## src/rtl/processor_pipe3_if.sv

```systemverilog
// processor_pipe3_if: bus between the three-stage core and its environment
// (instruction ROM, data memory, retirement counter).
//
// Handshake: the data memory has no request/grant pair. While the core's
// W stage holds a valid load or store it presents data_addr/data_out/data_w
// and keeps them stable; the access completes on the rising edge at which
// mem_ready=1, and data_in is only meaningful in that cycle.
//
// Signals:
//   insn      ROM -> core  instruction at insn_addr (combinational ROM)
//   insn_addr core -> ROM  current PC
//   data_w    core -> mem  write strobe
//   data_out  core -> mem  store data
//   data_in   mem -> core  load data, valid when mem_ready=1
//   data_addr core -> mem  data address
//   mem_ready mem -> core  access completes this cycle
//   retired   core -> env  retired-instruction count, wraps
interface processor_pipe3_if #(
    parameter int XLEN = 32
);
    logic [31:0]     insn;
    logic [XLEN-1:0] insn_addr;
    logic            data_w;
    logic [XLEN-1:0] data_out;
    logic [XLEN-1:0] data_in;
    logic [XLEN-1:0] data_addr;
    logic            mem_ready;
    logic [31:0]     retired;

    modport master (
        input  insn, data_in, mem_ready,
        output insn_addr, data_w, data_out, data_addr, retired
    );

    modport slave (
        output insn, data_in, mem_ready,
        input  insn_addr, data_w, data_out, data_addr, retired
    );
endinterface

```

## src/rtl/processor_pipe3.sv

```systemverilog
// processor_pipe3: three-stage in-order core (Decode, Execute,
// Memory/Writeback) with an internal register file.
//
// Ports:
//   clk  rising-edge clock
//   rst  synchronous, active-high reset (wins over a memory stall)
//   bus  processor_pipe3_if.master: instruction fetch, data memory and
//        retirement counter
//
// Instruction fields, LSB up: src1, src2, dst (RA bits each), imm (IMM_W,
// sign-extended), then m_w, r_w, op, r_src, b. Bits above are ignored.
// ALU: op=0 -> A+B+imm, op=1 -> A-B+imm. Stores write operand B to address
// alu_result; loads (r_src) write data_in to dst. Taken branches (b) go to
// E.pc + alu_result and squash the two younger wrong-path instructions.
// The whole pipe freezes while W holds a memory access and mem_ready=0.
module processor_pipe3 #(
    parameter int XLEN    = 32,
    parameter int RA      = 5,
    parameter int IMM_W   = 5,
    parameter int R0_ZERO = 1
) (
    input  logic               clk,
    input  logic               rst,
    processor_pipe3_if.master  bus
);
    // Parameters must satisfy 3*RA+IMM_W+5 <= 32.
    localparam int NREGS = 2 ** RA;
    localparam int F     = 3 * RA + IMM_W;
    localparam int IW    = F + 5;

    // Architectural / pipeline state
    logic [XLEN-1:0] pc;
    logic [31:0]     retired_q;
    logic [XLEN-1:0] regs [NREGS];

    logic            d_valid;
    logic [IW-1:0]   d_insn;
    logic [XLEN-1:0] d_pc;

    logic            e_valid;
    logic [IW-1:0]   e_insn;
    logic [XLEN-1:0] e_pc;

    logic            w_valid;
    logic [XLEN-1:0] w_alu;
    logic [XLEN-1:0] w_store;
    logic [RA-1:0]   w_dst;
    logic            w_mw;
    logic            w_rw;
    logic            w_rsrc;

    // E-stage decode
    logic [RA-1:0]    e_src1, e_src2, e_dst;
    logic [IMM_W-1:0] e_imm;
    logic             e_mw, e_rw, e_op, e_rsrc, e_b;
    logic [XLEN-1:0]  imm_ext;

    assign e_src1  = e_insn[RA-1:0];
    assign e_src2  = e_insn[2*RA-1:RA];
    assign e_dst   = e_insn[3*RA-1:2*RA];
    assign e_imm   = e_insn[F-1:3*RA];
    assign e_mw    = e_insn[F];
    assign e_rw    = e_insn[F+1];
    assign e_op    = e_insn[F+2];
    assign e_rsrc  = e_insn[F+3];
    assign e_b     = e_insn[F+4];
    assign imm_ext = {{(XLEN-IMM_W){e_imm[IMM_W-1]}}, e_imm};

    // Writeback value and enable. With R0_ZERO, a write to R0 is dropped and
    // must not be forwarded either, so both share this single enable.
    logic [XLEN-1:0] wb_val;
    logic            wb_en;
    logic            stall;

    assign wb_val = w_rsrc ? bus.data_in : w_alu;
    assign wb_en  = w_valid & w_rw & !((R0_ZERO != 0) && (w_dst == '0));
    assign stall  = w_valid & (w_mw | w_rsrc) & !bus.mem_ready;

    // Register read in E with W->E bypass
    logic [XLEN-1:0] rf_a, rf_b, op_a, op_b, alu;
    logic            taken;

    assign rf_a = ((R0_ZERO != 0) && (e_src1 == '0)) ? '0 : regs[e_src1];
    assign rf_b = ((R0_ZERO != 0) && (e_src2 == '0)) ? '0 : regs[e_src2];
    assign op_a = (wb_en && (w_dst == e_src1)) ? wb_val : rf_a;
    assign op_b = (wb_en && (w_dst == e_src2)) ? wb_val : rf_b;
    assign alu  = e_op ? (op_a - op_b + imm_ext) : (op_a + op_b + imm_ext);

    assign taken = e_valid & e_b;

    always_ff @(posedge clk) begin
        if (rst) begin
            pc        <= '0;
            retired_q <= '0;
            d_valid   <= 1'b0;
            d_insn    <= '0;
            d_pc      <= '0;
            e_valid   <= 1'b0;
            e_insn    <= '0;
            e_pc      <= '0;
            w_valid   <= 1'b0;
            w_alu     <= '0;
            w_store   <= '0;
            w_dst     <= '0;
            w_mw      <= 1'b0;
            w_rw      <= 1'b0;
            w_rsrc    <= 1'b0;
            for (int i = 0; i < NREGS; i++) begin
                regs[i] <= '0;
            end
        end else if (!stall) begin
            // A taken branch kills both the instruction in D and the one
            // being fetched this cycle; both are on the fall-through path.
            pc      <= taken ? (e_pc + alu) : (pc + XLEN'(1));
            d_valid <= !taken;
            d_insn  <= bus.insn[IW-1:0];
            d_pc    <= pc;

            e_valid <= d_valid & !taken;
            e_insn  <= d_insn;
            e_pc    <= d_pc;

            w_valid <= e_valid;
            w_alu   <= alu;
            w_store <= op_b;
            w_dst   <= e_dst;
            w_mw    <= e_mw;
            w_rw    <= e_rw;
            w_rsrc  <= e_rsrc;

            if (w_valid) begin
                retired_q <= retired_q + 32'd1;
            end
            if (wb_en) begin
                regs[w_dst] <= wb_val;
            end
        end
    end

    // All memory outputs come from W registers: no path from insn.
    assign bus.insn_addr = pc;
    assign bus.data_addr = w_alu;
    assign bus.data_out  = w_store;
    assign bus.data_w    = w_valid & w_mw;
    assign bus.retired   = retired_q;

    // Instruction bits above the defined fields are deliberately ignored.
    if (IW < 32) begin : g_insn_hi
        logic unused_insn_hi;
        assign unused_insn_hi = ^bus.insn[31:IW];
    end
endmodule

```

## src/flat_wrapper.sv

```systemverilog
// flat-port wrapper written by rule: the top's interface ports become plain ports
module processor_pipe3_flat 
#(
    parameter int XLEN    = 32,
    parameter int RA      = 5,
    parameter int IMM_W   = 5,
    parameter int R0_ZERO = 1
)
  (clk, rst, bus_insn, bus_data_in, bus_mem_ready, bus_insn_addr, bus_data_w, bus_data_out, bus_data_addr, bus_retired);
  processor_pipe3_if #(.XLEN(XLEN)) bus_i ();
  input  logic clk;
  input  logic rst;
  input wire logic [$bits(bus_i.insn)-1:0] bus_insn;
  input wire logic [$bits(bus_i.data_in)-1:0] bus_data_in;
  input wire logic [$bits(bus_i.mem_ready)-1:0] bus_mem_ready;
  output wire logic [$bits(bus_i.insn_addr)-1:0] bus_insn_addr;
  output wire logic [$bits(bus_i.data_w)-1:0] bus_data_w;
  output wire logic [$bits(bus_i.data_out)-1:0] bus_data_out;
  output wire logic [$bits(bus_i.data_addr)-1:0] bus_data_addr;
  output wire logic [$bits(bus_i.retired)-1:0] bus_retired;
  assign bus_i.insn = bus_insn;
  assign bus_i.data_in = bus_data_in;
  assign bus_i.mem_ready = bus_mem_ready;
  assign bus_insn_addr = bus_i.insn_addr;
  assign bus_data_w = bus_i.data_w;
  assign bus_data_out = bus_i.data_out;
  assign bus_data_addr = bus_i.data_addr;
  assign bus_retired = bus_i.retired;
  processor_pipe3 #(.XLEN(XLEN), .RA(RA), .IMM_W(IMM_W), .R0_ZERO(R0_ZERO)) u_core (.clk(clk), .rst(rst), .bus(bus_i));
endmodule
```

## config.mk

```make
export PLATFORM = sky130hd
export DESIGN_NAME = processor_pipe3_flat
export DESIGN_NICKNAME = d
export VERILOG_FILES = /design/src/rtl/processor_pipe3_if.sv /design/src/rtl/processor_pipe3.sv /design/src/flat_wrapper.sv
export SDC_FILE = /design/constraint.sdc
export NUM_CORES = 2
export LEC_CHECK = 0
export CAP_MARGIN = 20
export CORE_MARGIN = 3
export CORE_UTILIZATION = 30
export CTS_BUF_LIST = sky130_fd_sc_hd__clkbuf_4
export CTS_CLUSTER_DIAMETER = 150
export DETAILED_ROUTE_END_ITERATION = 7
export HOLD_SLACK_MARGIN = 0.08
export SYNTH_ARGS = -nofsm -noshare
export SYNTH_HDL_FRONTEND = slang
export SYNTH_SLANG_ARGS = --single-unit
export TNS_END_PERCENT = 1
```

## constraint.sdc

```tcl
create_clock -name clk -period 8.4 [get_ports clk]
set_input_delay 0.84 -clock clk [delete_from_list [all_inputs] [get_ports clk]]
set_output_delay 0.84 -clock clk [all_outputs]
set_load 0.1 [all_outputs]
```

== After elaboration in Yosys (flattened, before gate mapping) ==
Memory sizes are Yosys's and may differ from the RTL's. A register that Yosys moved wholly into a read port is not among the register bits.
Index checks and enable logic that the tools add are counted.

* Word-level logic and storage cells: 64
* Output and inout port bits: 129
* Register bits after elaboration: 253
* Memories: 1
* Bits in writable memories: 1024
* Bits of input ports: 67

* Bitwise gates (word level): 9
* Add/sub/neg operators: 7
* Multiplexer cells: 20
* Reductions and logical operators: 10
* Equality and inequality tests: 2

{| class="wikitable"
|+ Memories
! name !! depth !! bits a word !! read ports !! clocked after memory_dff !! write ports !! line !! source
|-
| u_core.regs || 32 || 32 || 2 || 2 || 32 || processor_pipe3.sv:34 || <nowiki>logic [XLEN-1:0] regs [NREGS];</nowiki>
|}

{| class="wikitable"
|+ Operators with widths
! kind !! count
|-
| $mux 32 || 8
|-
| $add 32x32->32 || 4
|-
| $add 32x1->32 const B || 2
|-
| $reduce_or 32->1 || 1
|-
| $sub 32x32->32 || 1
|-
| $mux 5 || 5
|-
| $logic_not 5->1 || 3
|-
| $eq 5x5->1 || 2
|-
| $and 1x1->1 || 7
|-
| $mux 1 || 7
|-
| $logic_not 1->1 || 3
|-
| $logic_and 1x1->1 || 2
|-
| $reduce_and 2->1 || 1
|-
| $not 1->1 || 1
|-
| $or 1x1->1 || 1
|}

== Depth between registers and ports, before layout ==
* Depth after elaboration: 10
* Gate-level depth with buffers: 35
* Depth with buffers taken out: 32

== Worst setup path before layout ==
OpenSTA, ideal clock, no wires.

* Path kind: reg-to-reg
* Start point: register with a tool-made name
* End point: register u_core.pc[31], in the netlist u_core.bus.insn_addr[31]
* Setup time: 137 ps
* Data required time: 8263 ps
* Cell stages (with the launch flop): 32
* Period minus slack after synthesis: 7483 ps
* Slack: 917 ps
* Data arrival time: 7347 ps
* Buffers on the path: 4
* Cells stage by stage: dfxtp_1 > buf_2 > buf_2 > buf_2 > buf_1 > mux4_2 > mux4_2 > mux2i_1 > o22a_1 > inv_1 > fa_1 > ha_1 > nand2_1 > or4b_1 > o22a_1 > a31o_2 > a21o_1 > a21o_1 > a21o_1 > a21oi_1 > xor2_1 > o21ai_1 > ha_1 > and3_1 > a31oi_1 > nand4_1 > a31o_1 > a21oi_1 > xnor2_1 > nor3b_1 > mux2i_1 > o2111ai_1

{| class="wikitable"
|+ RTL lines
! item !! line !! source
|-
| to (signal assigned) || processor_pipe3.sv:114 || <nowiki>pc <= taken ? (e_pc + alu) : (pc + XLEN'(1));</nowiki>
|-
| to (decl) || processor_pipe3.sv:32 || <nowiki>logic [XLEN-1:0] pc;</nowiki>
|}

==> reports/metrics.csv <==
metric;value;unit
fmax;125.0;MHz
maxCapViolCount;0;
clock_skew;0.1238;ns
ys_seq_area_share;52.59;%
async_flop_share;0;%
status;finished, final reports clean;
first_pass_iters;6;
cpMostUsedCell;a21oi_1;
multiInputGateArea;30860;µm²
grt_start_max_net_pins;193;
synth.top_cell.area_share;44.90;%
cp.required;9.51;ns
fp.dieW;483.8;µm
initial_core_util;30.31;%
final-hold-violation-count;0;
cts_tree;done;
synth_area_leaders;edfxtp_1, mux4_2, dfxtp_1, nor2_1, nand2_1;
arrival;9.11;ns
ir_worst_vdd;0.0001403;V
post-route-period-util;95.20;%
tns;0;ns
grt_pass1_wl;336500;µm
pwr_density_cell;214.1;nW/µm²
synth_flop_cell;edfxtp_1;
synth-warning-count;0;
drive_above_1_share;27.14;%
post_cts_buffers;0;
area_growth;17.07;%
antenna_found_initial;9;
clkSlewWorstSetupHoldPaths;0.07;ns
critical-path-top-delay-family;compound AO/OA/AOI/OAI gates;
crit_buf_inv;3;
wl_per_cell;25.92;µm
max_slew_margin;21.14;%
syn_inst;5339;
postLayoutCellArea;80180;µm²
ctsLongestPathBuffers;4;
drc;0;
htreeDepth;5;
start_kind;register;
netlist_area;68490;µm²
place_area;75350;µm²
num_vias;49400;
synth_top_area_cell;edfxtp_1;
rows;174;
drt_iter0_drc;6468;
synth_cell_type_count;79;
hold_class;in -> reg;
hpwl;147800;µm
gp_congestion;0.8684;
slowest_stage;mux4_2;
critPathMaxStageDelay;0.59;ns
grt_use_total;19.45;%
cts_buffers;372;
dieArea;234100;µm²
whs;0.2021;ns
die_h;483.8;µm
core_area;226000;µm²
p_leak;0.02814;µW
worst_slew_pin_slew;1.173;ns
rsz0062_at_grt;no;
nets;5966;
via_per_inst;5.488;
synth-edff-count;1024;
grt_overflow;0;
clk-insertion-delay-late;1.33;ns
portBuffers;188;
postRouteWirelength;233300;µm
fillers;21870;
period_minus_slack;7.997;ns
avgSynthCellArea;12.83;µm²
cts.sinks;1287;
crit_path_max_fanout;17;
seq_area;36050;µm²
postRouteAntennaNets;0;
end_kind;register;
first_global_vias;49350;
io_pins;196;
synth-seq-cells;1287;
setup_violations;0;
slew_violations;0;
worstSetupPathType;reg -> reg;
rrSetupSlack;0.40;ns
ctsRootBufferMaster;clkbuf_4;
-- cell type report --
type / instances / share of cell area (%)
diodes: 7 / 0.02185
clock buffers: 561 / 5.253
clock inverters: 76 / 0.5041
inverters: 150 / 0.7038
multi-input cells: 3471 / 38.49
flip-flops and latches: 1287 / 44.96
well taps: 2992 / 4.669
repair buffers: 457 / 5.395
-- cell families (layout without fill, tap and decap cells) --
group / count (synthesis) / count (layout) / synth area share (%)
AND/OR/NAND/NOR: 1808 / 1808 / 10.59
XOR/XNOR: 119 / 119 / 1.522
other: 1 / 39 / 0.005475
AO/OA/AOI/OAI: 598 / 598 / 5.512
multiplexers: 754 / 754 / 22.76
flip-flops: 1287 / 1287 / 52.59
adder cells (fa/ha/maj): 160 / 160 / 3.625
buffers and inverters: 612 / 1244 / 3.394
-- tightest hold or removal path, cell delays in order --
cell and delay, ns:
clkdlybuf4s50_1 0.41, nand2_1 0.07, a21oi_1 0.06
-- cells in the mapped netlist (9+ instances only) --
cell type / number
clkbuf_1: 390
and3_1: 25
nand2b_1: 17
a21o_1: 37
mux4_2: 639
edfxtp_1: 1024
inv_1: 149
nand2_1: 421
xor2_1: 60
ha_1: 96
a2bb2oi_1: 28
nor2b_1: 14
mux2i_1: 77
nor3b_1: 9
a31oi_1: 15
o22ai_1: 10
mux2_2: 38
nand4_1: 17
nor3_1: 43
nor2_1: 1171
a21oi_1: 257
dfxtp_1: 263
fa_1: 64
xnor2_1: 59
o21ai_1: 20
o22a_1: 31
a211oi_1: 50
buf_1: 55
o21ai_0: 62
o21bai_1: 13
nand3_1: 50
buf_2: 16
-- worst paths after layout --
check	from	end	cells past startpoint
max reg2reg	register	u_core.bus.insn_addr[31]$_SDFFE_PP0N_	27
min	bus_insn[17]	u_core.d_insn[17]$_SDFFE_PP0N_	3
max	register	u_core.bus.insn_addr[31]$_SDFFE_PP0N_	27
min reg2reg	u_core.d_pc[20]$_SDFFE_PP0N_	u_core.e_pc[20]$_SDFFE_PP0N_	2
-- metal layers --
layer | up-vias | part of all wire [%] | global-route usage, %
met5 | - | 0.032 | 0
met4 | 6 | 3.7 | 7.622
met3 | 555 | 11 | 5.181
met2 | 3020 | 47 | 31.29
met1 | 25000 | 38 | 25.00
li1 | 20820 | - | -
-- repair_timing --
action                                  CTS  global route
endpoints found under the setup margin    0             4
endpoints found under the hold margin    45             0
hold buffers                             18             0
resized for setup                         0             4
-- flip-flops by register name, indices dropped and copies added, names as in the netlist, 5 cells and up, named ones only --
name	flops
u_core.bus.data_addr	32
u_core.bus.data_out	32
u_core.bus.insn_addr	32
u_core.bus.retired	32
u_core.d_insn	25
u_core.d_pc	32
u_core.e_insn	25
u_core.e_pc	32
u_core.regs	1024
u_core.w_dst	5
-- placed cells by master (no fill, tap or decap), types with 96 or more instances in the layout --
cell             instances
a21oi_1                256
buf_4                  222
clkbuf_4               561
clkdlybuf4s50_1        185
dfxtp_1                252
edfxtp_1              1024
ha_1                    96
inv_1                  148
mux4_2                 639
nand2_1                367
nor2_1                1171
-- through the flow --
stage          cells  utilization [%]  power, µW  worst slack, ns
3_5_place_dp    8339            33.34      11350           0.4685
6_report        9001            35.48      17170           0.4031
5_1_grt         8999            35.48      17870          0.01264
4_1_cts         8994            35.46      17220           0.4422
2_1_floorplan   5370                -       9925           0.9167
3_3_place_gp    8338            33.33      11300           0.4214
-- where the power goes --
part	leakage (µW)	switching, µW	internal (µW)
sequential	0.0127	237	7120
combinational	0.0127	2570	1370
clock	0.00279	2730	3140
total	0.0281	5540	11600
(Power assumes the default switching activity.)
